--- src/rtl/fetch_ctrl.sv ---
// fetch_ctrl: instruction-fetch sequencer; owns the fetch PC and hands instructions to decode.
//   clk, rst                      clock, async active-high reset
//   imem_req/imem_addr            request valid (REQ only) and word-aligned fetch address
//   imem_gnt/imem_rvalid/rdata    memory grant, response valid and instruction word
//   redirect_valid/redirect_pc    single-cycle PC redirect from later stages
//   if_valid/if_instr/if_pc       registered instruction presented to decode
//   id_ready                      decode accepts when if_valid & id_ready
//   fetch_count                   instructions handed to decode, wraps mod 2^32
module fetch_ctrl #(
  parameter logic [31:0] RESET_PC = 32'h0000_0000
) (
  input  logic        clk,
  input  logic        rst,
  output logic        imem_req,
  output logic [31:0] imem_addr,
  input  logic        imem_gnt,
  input  logic        imem_rvalid,
  input  logic [31:0] imem_rdata,
  input  logic        redirect_valid,
  input  logic [31:0] redirect_pc,
  output logic        if_valid,
  output logic [31:0] if_instr,
  output logic [31:0] if_pc,
  input  logic        id_ready,
  output logic [31:0] fetch_count
);
  typedef enum logic [1:0] {BOOT, REQ, WAIT, HOLD} state_t;
  state_t      state_q, state_d;
  logic [31:0] fetch_pc_q, fetch_pc_d, if_instr_q, if_instr_d, if_pc_q, if_pc_d, count_q, count_d;
  logic        kill_q, kill_d, if_valid_q, if_valid_d;
  logic [31:0] redir_pc;
  assign redir_pc    = redirect_pc & ~32'h3;
  assign imem_req    = state_q == REQ;
  assign imem_addr   = fetch_pc_q;
  assign if_valid    = if_valid_q;
  assign if_instr    = if_instr_q;
  assign if_pc       = if_pc_q;
  assign fetch_count = count_q;
  always_comb begin
    state_d    = state_q;
    fetch_pc_d = fetch_pc_q;
    kill_d     = kill_q;
    if_valid_d = if_valid_q;
    if_instr_d = if_instr_q;
    if_pc_d    = if_pc_q;
    count_d    = count_q;
    case (state_q)
      BOOT: state_d = REQ;
      REQ: begin
        // a grant in the redirect cycle belongs to the old address, so its response is killed
        if (redirect_valid) begin
          fetch_pc_d = redir_pc;
          kill_d     = imem_gnt;
          state_d    = imem_gnt ? WAIT : REQ;
        end else if (imem_gnt) begin
          kill_d  = 1'b0;
          state_d = WAIT;
        end
      end
      WAIT: begin
        if (imem_rvalid && (kill_q || redirect_valid)) begin
          fetch_pc_d = redirect_valid ? redir_pc : fetch_pc_q;
          kill_d     = 1'b0;
          state_d    = REQ;
        end else if (imem_rvalid) begin
          if_instr_d = imem_rdata;
          if_pc_d    = fetch_pc_q;
          fetch_pc_d = fetch_pc_q + 32'd4;
          if_valid_d = 1'b1;
          state_d    = HOLD;
        end else if (redirect_valid) begin
          fetch_pc_d = redir_pc;
          kill_d     = 1'b1;
        end
      end
      HOLD: begin
        // a redirect squashes the held instruction even if decode is ready
        if (redirect_valid) begin
          if_valid_d = 1'b0;
          fetch_pc_d = redir_pc;
          state_d    = REQ;
        end else if (id_ready) begin
          if_valid_d = 1'b0;
          count_d    = count_q + 32'd1;
          state_d    = REQ;
        end
      end
      default: state_d = BOOT;
    endcase
  end
  always_ff @(posedge clk or posedge rst) begin
    if (rst) begin
      state_q    <= BOOT;
      fetch_pc_q <= RESET_PC;
      kill_q     <= 1'b0;
      if_valid_q <= 1'b0;
      if_instr_q <= '0;
      if_pc_q    <= '0;
      count_q    <= '0;
    end else begin
      state_q    <= state_d;
      fetch_pc_q <= fetch_pc_d;
      kill_q     <= kill_d;
      if_valid_q <= if_valid_d;
      if_instr_q <= if_instr_d;
      if_pc_q    <= if_pc_d;
      count_q    <= count_d;
    end
  end
endmodule

--- config.mk ---
export PLATFORM = sky130hd
export DESIGN_NAME = fetch_ctrl
export DESIGN_NICKNAME = d
export VERILOG_FILES = /design/src/rtl/fetch_ctrl.sv
export SDC_FILE = /design/constraint.sdc
export NUM_CORES = 1
export LEC_CHECK = 0
export CORE_AREA = 4 4 125 127
export CTS_BUF_LIST = sky130_fd_sc_hd__clkbuf_4
export CTS_CLUSTER_DIAMETER = 80
export DETAILED_ROUTE_END_ITERATION = 10
export DIE_AREA = 0 0 129 131
export PLACE_DENSITY = 0.76
export SLEW_MARGIN = 10
export SYNTH_ARGS = -nofsm -noshare
export SYNTH_HDL_FRONTEND = slang
export SYNTH_SLANG_ARGS = --single-unit
--- constraint.sdc ---
create_clock -name clk -period 4.1 [get_ports clk]
set_input_delay 0.615 -clock clk [delete_from_list [all_inputs] [get_ports clk]]
set_output_delay 0.615 -clock clk [all_outputs]
set_load 0.01 [all_outputs]
# Yosys cells after proc, flatten, opt, wreduce, memory -nomap -nowiden
# Cells that the tools add are included.
# word_totals
regBits	132
inputBits	70
output_inout_bits	130
elab_cells	56
# classes
add_sub_neg	2
n_eq_ne	10
mux	23
n_bitwise	2
reduce_logical	12
# ops
op	n
$mux 32	3
$pmux 32 s2	1
$add 32x1->32 const B	1
$add 32x3->32 const B	1
$mux 2	7
$ne 3x3->1 const B	4
$mux 1	9
$reduce_and 3->1	3
$pmux 2 s4	1
$reduce_and 4->1	2
$reduce_bool 2->1	3
$eq 2x2->1 const B	2
$ne 2x2->1 const B	2
$pmux 1 s2	2
$ne 3x1->1 const B	1
$eq 2x1->1 const B	1
$logic_not 2->1	1
$not 1->1	2
$reduce_or 2->1	1
$logic_and 1x1->1	1
$logic_or 1x1->1	1

# Logic depth before layout (Yosys ltp)
# depth
word_depth	4
depth_mapped	9

# Worst setup path before layout
# OpenSTA, ideal clock, no wires.
# synth_timing
path_kind	register to register
startpoint	register state_q[0]
endpoint	register fetch_pc_q[14] (netlist: imem_addr[14])
setup_ps	133
arrival_ps	2013
required_time_ps	3967
setup_slack_ps	1953
path_stages_with_launch	8
cell_sequence	dfrtp_1 > ha_1 > or4b_1 > buf_2 > nor3_1 > nand4_1 > nand3_1 > o211ai_1
# synth_between
elab_chain_cells	3
elab_cells_between_ends	6
classes_between	3 x eq/ne; 1 x mux; 2 x reduce/logical
# synth_rtl
item	line	source
start, declared	28	state_t state_q, state_d;
start signal, assigned	101	state_q <= state_d;
$eq 2x1->1 (*)	-	
named net imem_req	14	output logic imem_req,
$reduce_or 2->1 (no line) (*)	-	
$pmux 32 s2 or $reduce_bool 2->1 (tied branches)	-	
end signal, assigned	102	fetch_pc_q <= fetch_pc_d;
end, declared	29	logic [31:0] fetch_pc_q, fetch_pc_d, if_instr_q, if_instr_d, if_pc_q, if_pc_d, count_q, count_d;
# The timed path passes the listed nets; every way through them passes the cells marked *.
# A chain may end at the register's enable or synchronous reset.

# Final worst setup path
# layout_timing
startpoint	register state_q[1]
endpoint	register fetch_pc_q[25] (netlist: imem_addr[25])
# layout_between
elab_chain_cells	3
elab_cells_between_ends	6
classes_between	3 x eq/ne; 1 x mux; 2 x reduce/logical
# layout_rtl
item	line	source
$eq 2x1->1 or $eq 2x2->1 (tied branches)	47	case (state_q)
$reduce_or 2->1 (no line)	-	
$pmux 32 s2 or $reduce_bool 2->1 (tied branches)	-	
# Parallel ways exist; a longest one is shown, timed or not.

==> key figures <==
CTS
  • H-tree levels: 4
  • CTS Hold Buffers Added: 0
  • Quantity of gates resized following cts: 0
  • Buffer levels on the longest clock path: 2
  • Clock sink total: 132
  • Clock root buffer: clkbuf_4
  • Clk pin slew, worst setup/hold paths: 0.11 ns
  • Number of buffers inserted to repair setup after CTS: 0
  • TritonCTS clock tree: yes
  • Total CTS buffers: 17
  • Clock latency on the worst-skew pair: 0.53 ns

Routing
  • Routed len/inst: approximately 18 um
  • Final wirelength: 17.1 mm
  • Number of nets still failing antenna checks after routing: 0
  • Number of vias in the routed layout: 5246
  • DRT iter0 DRCs: 392
  • First-pass iteration count of the detailed router: 5
  • Post-route DRC violation count: 0
  • Routed vias/inst: about 5.5

Floorplan
  • Boundary pin count: 200
  • Floorplan core area: 14400 um2
  • Vertical die dimension: 131 um
  • # rows: 44
  • Floorplan die width: ~130 um
  • Effective utilization at floorplan: 0.426
  • Total Die Area: 16900 um2

Global routing
  • Wire length of the first global-routing pass: 27.3 mm
  • Global-route congestion overflow total: 0
  • Total routing usage reported by global routing: 0.204
  • Vias in the first global route: 5355
  • Initial antenna violation count: 1
  • Maximum number of pins on one net before global-route repair: roughly 60

Synth
  • Post-synthesis sequential element count: 132
  • Avg Cell Area, Syn: 11.1 um2
  • Dominant synthesized flop cell: dfrtp_1
  • Cell count after synthesis: around 550
  • Total number of yosys warnings: 0
  • Netlist area before placement: between 6000 and 7000 um2
  • Register area share after synthesis: 0.538
  • Number of enable-type register cells in the synthesized netlist: 0
  • Post-synth cell types: 53
  • Post-synthesis net count: approximately 630
  • FFs w/ async S/R, synth: 1.00

STA
  • Worst-case headroom to the max-slew limit: 0.329
  • Period minus WS final: approximately 2.8 ns
  • Fin crit share: 0.677
  • Worst Tran Pin Value: 1.00 ns
  • Clock skew after layout: about 0.014 ns
  • Sum of negative setup slack: 0 ns
  • Pins Over Slew Limit: 0
  • RSZ-0062 raised after global routing: false
  • Number of hold-slack violations in the final timing report: 0
  • Max frequency: 360 MHz
  • Final WS setup: 1.32 ns
  • Finish-stage setup viols: 0

Cells and area
  • Total non-filler cell area in the finished layout: about 8700 um2
  • Filler Cells Inserted: 1188
  • Layout Area Growth over Synthesis: 41.8%
  • Register area: 3300 um2
  • Area of the multi-input gates: 2700 um2
  • Share of cells above drive strength 1: 0.152
  • Final layout net count: 826

Setup path
  • Number of cells on the worst reg-to-reg path: 6
  • Data arrival time at the worst-slack endpoint: 3.21 ns
  • Max FO, Critical Path: 24
  • Kind of start point of the critical path: flop
  • Data required time of the critical path: 4.53 ns
  • Critical Path End Type: flop
  • Critical path type: flop to flop

Pwr
  • VDD IR-drop max: 0.352 mV
  • Total power density per cell area: 649 nW/um2
  • Leakage component of the power: 3.63 nW

Place
  • Number of buffer cells added on primary ports: 197
  • Placer Congestion: 0.871
  • Post-DP HPWL: 12.5 mm
  • Worst setup timing slack at the placement stage: 0.998 ns
  • Placed inst area: approximately 8300 um2

Job
  • Max-cap viol count: 0

Outcome
  • Outcome: finished clean

Min path
  • Hold Crit Class: flop to flop
  • Number of stages on the worst hold path: 1
[critical path: stages, from the launching register on]
cell      delay (ns)
dfrtp_1         0.43
inv_1           0.12
ha_1            0.70
inv_1           0.32
nand2_1         0.63
o22ai_1         0.19
a211oi_1        0.27
[per-layer routing]
layer / vias up / global-route usage / share of wire
li1: 2404 / - / -
met1: 2590 / 0.259 / 0.41
met2: 228 / 0.338 / 0.49
met3: 24 / 0.0659 / 0.086
met4: 0 / 0.0587 / 0.013
met5: - / 0 / 0
[through the flow]
stage / total power [mW] / instances / hold WS, ns / utilization
global route: 6.02 / 948 / 0.502 / 0.604
CTS: 5.71 / 947 / 0.482 / 0.603
detailed placement: 4.53 / 915 / 0.465 / 0.576
floorplan: 3.22 / 552 / 0.508 / -
global placement: 4.44 / 915 / 0.464 / 0.576
finish: 5.65 / 948 / 0.480 / 0.604
[synth_stat cells (4+ instances only)]
cell type,count,area (um2)
o22ai_1,11,68.8
buf_2,10,50.1
a211oi_1,6,45.0
xor2_1,10,87.6
nand4_1,18,113
clkbuf_1,13,48.8
nand3_1,23,115
or3_1,4,25.0
ha_1,6,75.1
and4_1,4,35.0
mux2_2,65,732
o21ai_0,25,125
a21oi_1,23,115
nor3_1,16,80.1
xnor2_1,21,184
nor2_1,42,158
and2_1,7,43.8
nand2_1,39,146
dfrtp_1,132,3300
inv_1,11,41.3
and3_1,18,113
nor4_1,4,25.0
[placed cells by master (no fill, tap or decap), types with 2 or more instances in the layout]
master             n
a211oi_1           6
a21oi_1           23
a22oi_1            3
a311oi_1           2
a31oi_1            2
a32oi_1            3
and2_1             6
and3_1            18
and4_1             4
buf_12             2
buf_4              3
bufinv_16          7
clkbuf_4          18
clkdlybuf4s50_1  197
clkinv_2           2
clkinv_4           3
clkinvlp_4         2
dfrtp_1          132
ha_1               6
inv_1             10
mux2_2            65
mux2i_1            3
nand2_1           39
nand3_1           23
nand4_1           18
nor2_1            42
nor3_1            16
nor4_1             4
nor4_2             2
o21ai_0           25
o21ai_1            2
o22a_1             3
o22ai_1           11
or3_1              4
or4_4              2
xnor2_1           21
xor2_1            10
[state kept, by name (all words and copies together) (netlist names)]
name,cells
fetch_count,32
kill_q,1
imem_addr,32
if_pc,32
state_q,2
if_valid,1
if_instr,32
[logic make-up after synthesis]
group | after synthesis | synth area share
AOI/OAI and AO/OA | 90 | 0.0907
xor gates and xnor gates | 31 | 0.0442
adders and majority gates | 6 | 0.0122
buffers and inverters | 34 | 0.0228
DFF | 132 | 0.538
muxes | 68 | 0.124
and+or+nand+nor | 191 | 0.168
[final timing paths]
check                                 from              end  slack [ns]
min reg2reg                fetch_count[31]  fetch_count[31]        0.48
max reg2reg                     state_q[1]    imem_addr[25]        1.32
min                        fetch_count[31]  fetch_count[31]        0.48
max in group asynchronous              rst     if_instr[27]        2.55
min in group asynchronous              rst        if_pc[21]        0.64
max                             state_q[1]    imem_addr[25]        1.32
[power breakdown]
part / leakage [nW] / total, mW / internal [mW] / switching (mW)
clock: 0.204 / 1.16 / 0.673 / 0.487
sequential: 1.66 / 2.23 / 1.75 / 0.480
combinational: 1.77 / 2.26 / 1.28 / 0.976
[area by class of cell]
cell class,instances,share of cell area
diodes,1,0.000287
clock buffers,18,0.0155
clock inverters,14,0.0296
inverters,11,0.00517
multi-input cells,386,0.310
flip-flops and latches,132,0.379
well taps,184,0.0264
repair buffers,202,0.234
(Power assumes the default switching activity.)
